### src/rtl/stopwatch_lap_timer.sv
// Centisecond up/down stopwatch with refclk prescaler and lap buffer; `define LAP_DELTA_EN to store splits instead of absolute laps.
// Latency: time_out trails the counter by 1 cycle, lap_rd_data is 1 cycle after lap_rd_idx; pulse inputs only, no backpressure.
module stopwatch_lap_timer #(
    parameter int TICK_DIV  = 500000,
    parameter int TIME_W    = 19,
    parameter int MAX_TIME  = 359999,
    parameter int LAP_DEPTH = 8,
    parameter int LAP_AW    = 3
) (
    input  logic              refclk,
    input  logic              reset,
    input  logic              start_stop_p,
    input  logic              lap_p,
    input  logic              clear_p,
    input  logic              down_mode,
    input  logic [TIME_W-1:0] preset,
    output logic [TIME_W-1:0] time_out,
    output logic              running,
    output logic              frozen,
    output logic              tick,
    output logic              expired,
    output logic [LAP_AW:0]   lap_count,
    output logic              lap_full,
    input  logic [LAP_AW-1:0] lap_rd_idx,
    output logic [TIME_W-1:0] lap_rd_data
);

    typedef enum logic [1:0] {
        S_IDLE,
        S_RUN,
        S_PAUSE,
        S_DONE
    } state_t;

    localparam int PW = (TICK_DIV > 2) ? $clog2(TICK_DIV) : 1;
    localparam logic [PW-1:0]     PRESC_LAST = PW'(TICK_DIV - 1);
    localparam logic [TIME_W-1:0] MAX_T      = TIME_W'(MAX_TIME);
    localparam logic [LAP_AW:0]   LAP_MAX    = (LAP_AW + 1)'(LAP_DEPTH);

    state_t              state_q, state_d;
    logic [PW-1:0]       presc_q, presc_d;
    logic [TIME_W-1:0]   cnt_q, cnt_d;
    logic [TIME_W-1:0]   cap_q, cap_d;
    logic [TIME_W-1:0]   time_out_q, time_out_d;
    logic [TIME_W-1:0]   rd_q, rd_d;
    logic                down_q, down_d;
    logic                frozen_q, frozen_d;
    logic [LAP_AW:0]     lap_count_q, lap_count_d;
    logic [TIME_W-1:0]   lap_mem_q [LAP_DEPTH];
    logic [TIME_W-1:0]   lap_mem_d [LAP_DEPTH];

    logic [TIME_W-1:0]   load_val;
    logic [TIME_W-1:0]   lap_split;
    logic                at_tick;
    logic                full;

`ifdef LAP_DELTA_EN
    localparam logic [TIME_W:0] MOD_T = (TIME_W + 1)'(MAX_TIME + 1);
    logic [TIME_W-1:0]   prev_q, prev_d;

    // Up-mode splits are taken modulo the wrap so a lap across 59:59.99 stays small.
    always_comb begin
        lap_split = '0;
        if (down_q)
            lap_split = prev_q - cnt_q;
        else if (cnt_q >= prev_q)
            lap_split = cnt_q - prev_q;
        else
            lap_split = TIME_W'({1'b0, cnt_q} + MOD_T - {1'b0, prev_q});
    end
`else
    always_comb begin
        lap_split = cnt_q;
    end
`endif

    assign load_val = down_mode ? ((preset > MAX_T) ? MAX_T : preset) : '0;
    assign at_tick  = (state_q == S_RUN) && (presc_q == PRESC_LAST);
    assign full     = (lap_count_q == LAP_MAX);

    always_comb begin
        state_d     = state_q;
        presc_d     = presc_q;
        cnt_d       = cnt_q;
        cap_d       = cap_q;
        down_d      = down_q;
        frozen_d    = frozen_q;
        lap_count_d = lap_count_q;
        lap_mem_d   = lap_mem_q;
`ifdef LAP_DELTA_EN
        prev_d      = prev_q;
`endif
        case (state_q)
            S_IDLE: begin
                cnt_d  = load_val;
                down_d = down_mode;
                if (clear_p) begin
                    lap_count_d = '0;
                    frozen_d    = 1'b0;
                end else if (start_stop_p) begin
                    presc_d = '0;
                    state_d = (down_mode && (load_val == '0)) ? S_DONE : S_RUN;
`ifdef LAP_DELTA_EN
                    prev_d  = load_val;
`endif
                end
            end
            S_RUN: begin
                // A lap captures the pre-tick count; clear_p is ignored here but still masks lap_p.
                if (start_stop_p) begin
                    state_d = S_PAUSE;
                end else if (lap_p && !clear_p) begin
                    frozen_d = 1'b1;
                    cap_d    = cnt_q;
                    if (!full) begin
                        lap_mem_d[lap_count_q[LAP_AW-1:0]] = lap_split;
                        lap_count_d = lap_count_q + 1'b1;
`ifdef LAP_DELTA_EN
                        prev_d = cnt_q;
`endif
                    end
                end
                presc_d = at_tick ? '0 : presc_q + 1'b1;
                if (at_tick) begin
                    if (!down_q) begin
                        cnt_d = (cnt_q == MAX_T) ? '0 : cnt_q + 1'b1;
                    end else begin
                        cnt_d = cnt_q - 1'b1;
                        if (cnt_q == TIME_W'(1))
                            state_d = S_DONE;
                    end
                end
            end
            S_PAUSE: begin
                if (clear_p) begin
                    state_d     = S_IDLE;
                    lap_count_d = '0;
                    frozen_d    = 1'b0;
                end else if (start_stop_p) begin
                    state_d = S_RUN;
                end else if (lap_p) begin
                    frozen_d = 1'b0;
                end
            end
            default: begin
                cnt_d = '0;
                if (clear_p) begin
                    state_d     = S_IDLE;
                    lap_count_d = '0;
                    frozen_d    = 1'b0;
                end
            end
        endcase
    end

    always_comb begin
        time_out_d = frozen_q ? cap_q : cnt_q;
        rd_d       = '0;
        if ({1'b0, lap_rd_idx} < lap_count_q)
            rd_d = lap_mem_q[lap_rd_idx];
    end

    always_ff @(posedge refclk or negedge reset) begin
        if (!reset) begin
            state_q     <= S_IDLE;
            presc_q     <= '0;
            cnt_q       <= '0;
            cap_q       <= '0;
            time_out_q  <= '0;
            rd_q        <= '0;
            down_q      <= 1'b0;
            frozen_q    <= 1'b0;
            lap_count_q <= '0;
            lap_mem_q   <= '{default: '0};
`ifdef LAP_DELTA_EN
            prev_q      <= '0;
`endif
        end else begin
            state_q     <= state_d;
            presc_q     <= presc_d;
            cnt_q       <= cnt_d;
            cap_q       <= cap_d;
            time_out_q  <= time_out_d;
            rd_q        <= rd_d;
            down_q      <= down_d;
            frozen_q    <= frozen_d;
            lap_count_q <= lap_count_d;
            lap_mem_q   <= lap_mem_d;
`ifdef LAP_DELTA_EN
            prev_q      <= prev_d;
`endif
        end
    end

    assign time_out    = time_out_q;
    assign running     = (state_q == S_RUN);
    assign frozen      = frozen_q;
    assign tick        = at_tick;
    assign expired     = (state_q == S_DONE);
    assign lap_count   = lap_count_q;
    assign lap_full    = full;
    assign lap_rd_data = rd_q;

endmodule

### config.mk
export PLATFORM = sky130hd
export DESIGN_NAME = stopwatch_lap_timer
export DESIGN_NICKNAME = d
export VERILOG_FILES = /design/src/rtl/stopwatch_lap_timer.sv
export SDC_FILE = /design/constraint.sdc
export NUM_CORES = 1
export LEC_CHECK = 0
export ABC_AREA = 1
export CAP_MARGIN = 5
export CORE_MARGIN = 2
export CORE_UTILIZATION = 61
export CTS_BUF_LIST = sky130_fd_sc_hd__clkbuf_4 sky130_fd_sc_hd__clkbuf_8
export DETAILED_ROUTE_END_ITERATION = 7
export PLACE_DENSITY = 0.81
export SETUP_SLACK_MARGIN = 0.1
export SYNTH_ARGS = -nofsm -noshare
export SYNTH_HDL_FRONTEND = slang
export SYNTH_SLANG_ARGS = --single-unit
export TNS_END_PERCENT = 1
### constraint.sdc
create_clock -name refclk -period 6.5 [get_ports refclk]
set_clock_uncertainty 0.15 [all_clocks]
set_input_delay 1.95 -clock refclk [delete_from_list [all_inputs] [get_ports refclk]]
set_output_delay 1.95 -clock refclk [all_outputs]
set_load 0.005 [all_outputs]
# After elaboration in Yosys (flattened, before gate mapping)
# Cells that the tools add are included.
totals:
  reg_bits: 255
  inputBits: 28
op_classes:
  order_cmp: 5
  add_sub_neg: 4
  reduce_logical: 18
  mux: 41
  eq_ne: 16
  n_bitwise: 5
op_table:
  columns: ["cell", "count"]
  rows:
  - ["two-way mux 19 bit", 13]
  - ["bitwise mux 152 bit", 1]
  - ["binary-select mux 19 bit (select 3 bit)", 1]
  - ["demux 19 bit (select 3 bit)", 1]
  - ["one-hot mux 19 bit (3 select lines)", 1]
  - ["adder 19 x 1 -> 19 bit, second input constant", 2]
  - ["equality test 19 bit, second input constant", 2]
  - ["one-hot mux 19 bit (2 select lines)", 1]
  - ["two-way mux 2 bit", 10]
  - ["two-way mux 4 bit", 5]
  - ["equality test 19 x 1 -> 1 bit, second input constant", 1]
  - ["greater-than comparator 19 bit, second input constant", 1]
  - ["zero test 19 bit", 1]
  - ["subtractor 19 x 1 -> 19 bit, second input constant", 1]
  - ["AND reduction 4 bit", 3]
  - ["inequality test 3 bit, second input constant", 3]
  - [">= comparator 4 bit, second input constant", 2]
  - ["inequality test 2 bit, second input constant", 4]
  - ["NOT 3 -> 4 bit", 2]
  - ["two-way mux 1 bit", 6]
  - ["one-hot mux 2 bit (3 select lines)", 1]
  - ["AND reduction 3 bit", 2]
  - ["AND reduction 5 bit", 1]
  - ["adder 4 x 1 -> 4 bit, second input constant", 1]
  - ["other kinds (15)", 23]

# Depth between registers and ports, before layout
# Gate-level depths: netlist (run 1).
depth:
  depth_word: 9
  mapped_depth: 12

# Worst setup path before layout (run 1)
# Ideal clock, no wire load.
synth_path:
  kind: "input to register"
  startpoint: "input lap_rd_idx[1]"
  endpoint: "register rd_q[10] (netlist: lap_rd_data[10])"
  path_slack_ps: 3242
  stages: 7
  required_ps: 6218
  arrival_ps: 2976
  path_buffers: 1
  path_cell_list: "ha_1 -> o21ai_0 -> nand2_1 -> a21oi_1 -> nor2_2 -> clkbuf_1 -> nor2_1"
synth_between:
  elab_chain_cells: 5
synth_rtl:
  columns: ["element", "line_no", "source"]
  rows:
  - ["from (decl)", "24", "input logic [LAP_AW-1:0] lap_rd_idx,"]
  - ["NOT 3 -> 4 bit (implied by the code)", "160", "rd_d = lap_mem_q[lap_rd_idx];"]
  - ["binary-select mux 19 bit (select 3 bit)", "160", null]
  - ["two-way mux 19 bit (implied by the code) (2 in series)", "160", null]
  - ["two-way mux 19 bit (*)", "159", "if ({1'b0, lap_rd_idx} < lap_count_q)"]
  - ["net rd_d[10]", "45", "logic [TIME_W-1:0] rd_q, rd_d;"]
  - ["to (signal assigned)", "184", "rd_q <= rd_d;"]
  - ["to (decl)", "45", null]
# The timed path passes the listed nets; every way through them passes the cells marked *. The select of a mux whose other input is x is not followed.
# A chain may end at the register's enable or synchronous reset.

# Worst setup path after layout (run 1)
layout_path:
  startpoint: "register state_q[1]"
  endpoint: "output tick"
layout_between:
  elab_chain_cells: 2
layout_rtl:
  columns: ["element", "line_no", "source"]
  rows:
  - ["from (decl)", "40", "state_t state_q, state_d;"]
  - ["from (signal assigned)", "179", "state_q <= state_d;"]
  - ["equality test 2 x 1 -> 1 bit", "78", "assign at_tick = (state_q == S_RUN) && (presc_q == PRESC_LAST);"]
  - ["logical AND 1 bit", "78", null]
  - ["to (decl)", "20", "output logic tick,"]
# No other way between the ends.

==> metrics.md, run 1 <==
| Metric | Value |
|---|---|
| Max_slew headroom | between 20% and 30% |
| First-pass GRT wire length | approximately 53 mm |
| Port bufs | between 70 and 80 |
| Final Non-Filler Cells | about 1900 |
| Sequential power share | between 40% and 50% |
| Top cell type by total area after synthesis | dfrtp_1 |
| Via count | roughly 11000 |
| Die width | 147.9 um |
| Clock share of power | between 30% and 40% |
| WP data required | about 4400 ps |
| Worst-Margin Slew | ~1200 ps |
| Fin Setup TNS | 0 ps |
| Critical Path AT | approximately 2500 ps |
| GRT Overall Usage | 30.37% |
| Longest Clk Path Bufs | 3 |
| Worst path bufs/invs | 4 |
| Post-CTS sizing | 0 |
| CP most frequent cell | inv_2 |
| Power Total | 0.005297 W |
| Crit end category | output pin |
| Fmax | 0.2198 GHz |
| Design area | ~0.014 mm^2 |
| Post-synth EDFFs | 0 |
| Post-DP Area | 0.01322 mm^2 |
| Row count | 52 |
| CTS tree | built |
| DRC Markers | 0 |
| RePlAce Congestion | 0.9624 |
| Crit Path Category | flop to output pin |
| Mapped Area | around 0.013 mm^2 |
| Die height | about 150 um |
| YS warnings | 0 |
| Drt first pass iters | 5 |
| Antenna violations before repair | 0 |
| Postcts setup bufs | 0 |
| Detailed Route WL | 32.19 mm |
| Crit path largest cell delay | approximately 500 ps |
| Asr flop ratio synth | 100.0% |
| Fin nets | between 1500 and 2000 |
| CTS Root Cell | clkbuf_8 |
| Avg Inst Size Synth | roughly 7.9 um^2 |
| Layout Area Growth over Synthesis | 12.45% |
| Dpl cells | approximately 1800 |
| P per Cell Area | 372.7 mW/mm^2 |
| Ys flop type | dfrtp_1 |
| Setup crit start kind | flop |
| CTS Sinks | 255 |
| Synth unique cells | 40 |
| Power share of the combinational group | between 20 and 30% |
| Share of cells above drive strength 1 | 7.311% |
| Share of the yosys chip area belonging to registers | 50.49% |
| Post-synth top area share | 50.49% |
| Internal power | 0.003336 W |
| Ant diodes | 0 |
| Num CTS Buffers | 44 |
| P_sw | roughly 0.0020 W |
| Post-Synthesis Cells | 1598 |
| CP max FO | 15 |
| Maximum level of the CTS H-tree | 2 |
| Slowest cell on crit path | clkdlybuf4s50_1 |
| Largest net degree at the start of global routing | between 100 and 150 |
| DP HPWL | 20.56 mm |
| Iter 0 DRT Violations | 1075 |
| Core area | 0.02030 mm^2 |
| CP top delay family | buffers and inverters |
| Hold Vio Cnt, Final | 0 |
| Tmin final | roughly 4600 ps |
| Vias in the first global route | between 10000 and 15000 |
| Die area | about 0.022 mm^2 |
| Period utilization | between 70 and 80% |
| Static Leak | ~6.4 nW |
| Syn nets | 1634 |
| GRT Residual Overflow | 0 |
| Switch share | a little under two fifths |
| Initial cell density of the core | 62.26% |
| Vias per cell | about 5.8 |
| Antenna viol nets, final | 0 |
| Critical-path cell list | inv_2, nand2_1, inv_2, nand4_1, inv_1, clkdlybuf4s50_1 |
| CTS clk-pin slew, worst paths | 60 ps |
| Wirelength per Cell | around 17 um |
| Status | completed |
| Synth area leaders | dfrtp_1 (50%), nand2_1 (15%), o21ai_0 (7.5%), nor2_1 (4.2%), nand3_1 (2.7%) |
| Max-slew violations | 0 |
| Unrepaired setup endpoints after global routing | no |
| CTS Hold Bufs | 0 |
| Max VDD drop | around 330 uV |
| Max Cap Viol | 0 |
| Post-synthesis register bit count | around 260 |
| Setup violations, final | 0 |
| Clock latency on the worst-skew pair | 560 ps |
| Top-level I/O count | 75 |
| Hold Crit Class | flop to flop |
state kept, by name, summed over array words and instances (netlist names):
name	cells
state_q	2
frozen	1
lap_rd_data	19
cnt_q	19
down_q	1
lap_count	4
time_out	19
presc_q	19
lap_mem_q	152
cap_q	19
layout make-up:
type | count | area, um^2
repair buffers | 87 | 845.8
fillers | 1638 | 6087
clock inverters | 5 | 90.09
multi-input cells | 1147 | 5329
inverters | 88 | 330.3
clock buffers | 73 | 898.4
well taps | 270 | 337.8
flip-flops and latches | 255 | 6381
power by group through the flow:
| stage | Sequential [W] | Combinational, W | Clock [W] |
|---|---|---|---|
| after floorplan | 0.00204 | 0.00109 | 0 |
| after global placement | 0.00218 | 0.00148 | 0 |
| after detailed placement | 0.00219 | 0.00151 | 0 |
| after CTS | 0.00216 | 0.00152 | 0.00163 |
| after global routing | 0.00221 | 0.00171 | 0.00171 |
| final | 0.00217 | 0.00153 | 0.00160 |
worst register-to-register path, stage by stage, from the launching register on:
cell and delay (ps):
dfrtp_1 510, inv_1 180, ha_1 270, nand2_1 90, nor2_1 60, nor2_2 140, nand4_4 170, nor2_4 180
nand2_1 690, o21ai_0 490
stage by stage:
stage                     hold WS (ps)  setup WS [ps]  utilization [%]
after floorplan                  297.8           3242                -
after global placement           311.6           2177            65.14
after detailed placement         317.6           2105            65.14
after CTS                        332.3           1968            70.01
after global routing             342.1           1878            70.01
final                            331.1           1949            70.01
placed cells by master (no fill, tap or decap), types with 17 or more instances in the layout:
cell,Yosys,layout
clkbuf_4,0,17
a32o_1,19,19
a21oi_1,59,59
o21ai_0,189,189
nor3_1,19,19
inv_1,82,81
a32oi_1,18,18
nor2_1,143,143
nand3_1,69,69
dfrtp_1,255,255
clkbuf_8,0,56
clkdlybuf4s50_1,0,71
o21ai_1,51,51
nand2_1,508,508
logic make-up after synthesis:
logic type	Yosys count	share of synthesized area, %
compound gates	355	15.79
simple gates	773	24.82
fa+ha+maj	8	0.7920
xor+xnor	11	0.7624
flops	255	50.49
buf+inv	196	7.346
per-layer routing:
layer  routed length (um)  vias to the layer above  GRT usage, %
met4                 1101                        0         11.62
li1                     -                     5292             -
met5                    0                        -             0
met3                 2227                       95         4.259
met2                14880                      452         49.09
met1                13980                     5230         42.16
Yosys cell counts (all sizes together), types with 18 or more instances:
library cell / count
dfrtp: 255
nor3: 20
nand3: 70
inv: 86
clkbuf: 59
nor2: 148
buf: 49
a32o: 19
a32oi: 18
nand2: 510
o21ai: 250
a21oi: 59
path summary, 6_finish.rpt:
path,from,end,slack [ps],cells past startpoint
setup / recovery,state_q[1],tick,1950,6
hold / removal,cap_q[2],time_out[2],330,2
setup reg to reg,lap_count[0],lap_mem_q[9],3460,9
hold reg to reg,cap_q[2],time_out[2],330,2
max in group asynchronous,reset,cnt_q[9],3870,2
min in group asynchronous,reset,lap_mem_q[116],1260,1
Power figures use the tool's default switching activity.
==> run 2: changes to the inputs <==
--- a/config.mk
+++ b/config.mk
@@ -8,10 +8,10 @@
 export ABC_AREA = 1
 export CAP_MARGIN = 5
 export CORE_MARGIN = 2
-export CORE_UTILIZATION = 61
+export CORE_UTILIZATION = 56
 export CTS_BUF_LIST = sky130_fd_sc_hd__clkbuf_4 sky130_fd_sc_hd__clkbuf_8
 export DETAILED_ROUTE_END_ITERATION = 7
-export PLACE_DENSITY = 0.81
+export PLACE_DENSITY = 0.79
 export SETUP_SLACK_MARGIN = 0.1
 export SYNTH_ARGS = -nofsm -noshare
 export SYNTH_HDL_FRONTEND = slang
==> constraint.sdc (replaced) <==
create_clock -name refclk -period 3.7 [get_ports refclk]
set_clock_uncertainty 0.15 [all_clocks]
set_input_delay 1.11 -clock refclk [delete_from_list [all_inputs] [get_ports refclk]]
set_output_delay 1.11 -clock refclk [all_outputs]
set_load 0.005 [all_outputs]
==> run 2 against run 1 <==
  * Sequential power grew 75%
  * Flip-flop and latch count is the same
  * Largest cell class unchanged
  * Hold slack lost 6.0 ps
  * Cell count grew 0.99%
  * Sequential share of layout area shrank 0.059 points
  * Core utilization shrank 5.2 points
  * Global-route usage shrank 1.3 points
  * Register-to-register slack lost 2300 ps
  * Routed wire length grew 4.0%
  * Via count shrank 0.69%
  * Critical path depth shrank 1
  * Worst setup slack lost 1800 ps
  * Largest power group unchanged
==> metrics.md, run 2 (same netlist as run 1, synthesis figures left out) <==
| Metric | Value |
|---|---|
| Fin Setup TNS | 0 ps |
| RR Startpoint | cnt_q[1] |
| Tmin final | 3507 ps |
| Power Total | 0.009117 W |
| Setup crit start kind | flop |
| Postcts setup bufs | 0 |
| Clock latency on the worst-skew pair | 570 ps |
| Worst-Margin Slew | about 900 ps |
| Hold Path Stages | 2 |
| Unrepaired setup endpoints after global routing | yes |
| Period utilization | ~95% |
| Num CTS Buffers | between 40 and 50 |
| CTS tree | built |
| Final setup margin | between 150 and 200 ps |
| Static Leak | ~6.4 nW |
| WP data required | roughly 2400 ps |
| Detailed Route WL | 33.49 mm |
| Crit end category | output pin |
| Ant diodes | 0 |
| Iter 0 DRT Violations | 1002 |
| Worst path bufs/invs | 2 |
| Worst reg2reg path endpoint | cnt_q[14] |
| Commonest non-fill, non-tap cell in the layout | nand2_1 |
| Top layer in use | met4 |
| Via count | ~11000 |
| Endpoint of the worst hold path | lap_mem_q[112] |
| Setup violations, final | 0 |
| Commonest cells after routing, fill and taps aside | nand2_1 (508), dfrtp_1 (255), o21ai_0 (189), nor2_1 (143), inv_1 (80) |
| Fill count | between 1500 and 2000 |
| CTS clk-pin slew, worst paths | 60 ps |
| Antenna viol nets, final | 0 |
| Initial cell density of the core | a little under three fifths |
| CTS Root Cell | clkbuf_8 |
| Layout Area Growth over Synthesis | 12.60% |
| DP HPWL | 21.95 mm |
| CTS Sinks | around 260 |
| GRT Overall Usage | 29.05% |
| Post-DP Area | ~0.013 mm^2 |
| Met1 WL | roughly 15 mm |
| DRC Markers | 0 |
| Crit Path Category | flop to output pin |
| Share of cells above drive strength 1 | 7.873% |
| Hold path startpoint | lap_mem_q[112] |
| Top-level I/O count | 75 |
| Crit path largest cell delay | about 550 ps |
| Multi-input gate area | around 0.0053 mm^2 |
| Max-slew violations | 0 |
| Longest Clk Path Bufs | 3 |
| Post-place setup slack | roughly 520 ps |
| Hold Worst Slack | approximately 330 ps |
| Slowest cell on crit path | clkdlybuf4s50_1 |
| Die width | 154.2 um |
| Worst reg2reg path depth | 9 |
| GRT Residual Overflow | 0 |
| Largest net degree at the start of global routing | 90 |
| Fmax | between 0.2 and 0.3 GHz |
| DR WL met2 | 15.61 mm |
| Die area | 0.02379 mm^2 |
| Critical Path AT | 2250 ps |
| Wirelength per Cell | between 15 and 20 um |
| Critical-path cell list | inv_1, ha_1, nand2_1, nor2_1, clkdlybuf4s50_1 |
| Max VDD drop | 378.3 uV |
| CP top delay family | buffers and inverters |
| Max Cap Viol | 0 |
| RePlAce Congestion | between 0.9 and 1 |
| Core area | between 0.02 and 0.025 mm^2 |
| Vias per cell | between 5 and 6 |
| Drt first pass iters | 6 |
| Hold Vio Cnt, Final | 0 |
| Status | completed |
| Antenna violations before repair | 0 |
| Fin nets | 1670 |
| Die height | roughly 150 um |
| P per Cell Area | between 600 and 700 mW/mm^2 |
| Max FFs per register | about 150 |
| Row count | 54 |
| Design area | about 0.014 mm^2 |
| First-pass GRT wire length | 55.46 mm |
| Port bufs | 74 |
| Most flop-heavy register | lap_mem_q |
| CP max FO | 8 |
| Maximum level of the CTS H-tree | 2 |
| R2R Setup Slk | ~1200 ps |
| Vias in the first global route | around 11000 |
| Max_slew headroom | ~40% |
| Hold Crit Class | flop to flop |
| Register area | 0.006381 mm^2 |
| Met3 Wirelength | approximately 2.3 mm |
## run 2: changes by cell type in the layout (fill, tap and decap cells not counted), sizes merged
cell / before / now
clkinv: 4 / 10
clkinvlp: 0 / 1
bufinv: 2 / 0
inv: 87 / 88
clkbuf: 73 / 64
buf: 16 / 28
## run 2: worst max-delay path by stage
stage                        startpoint              end  slack, ps  depth (start not counted)
final                      lap_count[1]         lap_full        190                          5
after global routing       lap_count[0]         lap_full         80                          5
after CTS                    presc_q[0]             tick        180                          6
after detailed placement        clear_p      presc_q[10]        520                          8
after global placement          clear_p      presc_q[14]        580                         11
after floorplan           lap_rd_idx[1]  lap_rd_data[10]       1280                          7
## run 2: layout make-up
| class | instances | share of cell area [%] |
|---|---|---|
| clock buffers | 64 | 5.662 |
| clock inverters | 11 | 0.5187 |
| inverters | 88 | 2.321 |
| multi-input cells | 1147 | 37.45 |
| flip-flops and latches | 255 | 44.84 |
| well taps | 280 | 2.462 |
| repair buffers | 99 | 6.752 |
## run 2: worst min-delay path, delay by kind of cell, from the launching register on
kind,cells,cell delay (ps)
flops,1,340
simple gates,1,60
compound gates,1,50
## run 2: repair_timing
action | in CTS | in global routing
hold endpoints to repair | 0 | 0
resized for setup | 0 | 1
hold buffers | 0 | 0
endpoints found under the setup margin | 0 | 2
## run 2: metal layers
metal | vias to the layer above | global-route usage [%]
li1 | 5315 | -
met3 | 85 | 4.847
met4 | 0 | 10.86
met1 | 5194 | 39.96
met2 | 399 | 46.79
met5 | - | 0
## run 2: report_power, final
group | switching (W) | internal (W) | total [W]
Clock | 0.00114 | 0.00140 | 0.00255
Sequential | 0.000495 | 0.00330 | 0.00380
Combinational | 0.00184 | 0.000927 | 0.00277
Total | 0.00348 | 0.00563 | 0.00912
## run 2: through the flow
| stage | instances | utilization [%] |
|---|---|---|
| after global placement | 1869 | 60.80 |
| after floorplan | 1598 | - |
| after CTS | 1944 | 64.81 |
| after detailed placement | 1869 | 60.80 |
| final | 1944 | 64.81 |
| after global routing | 1944 | 64.81 |
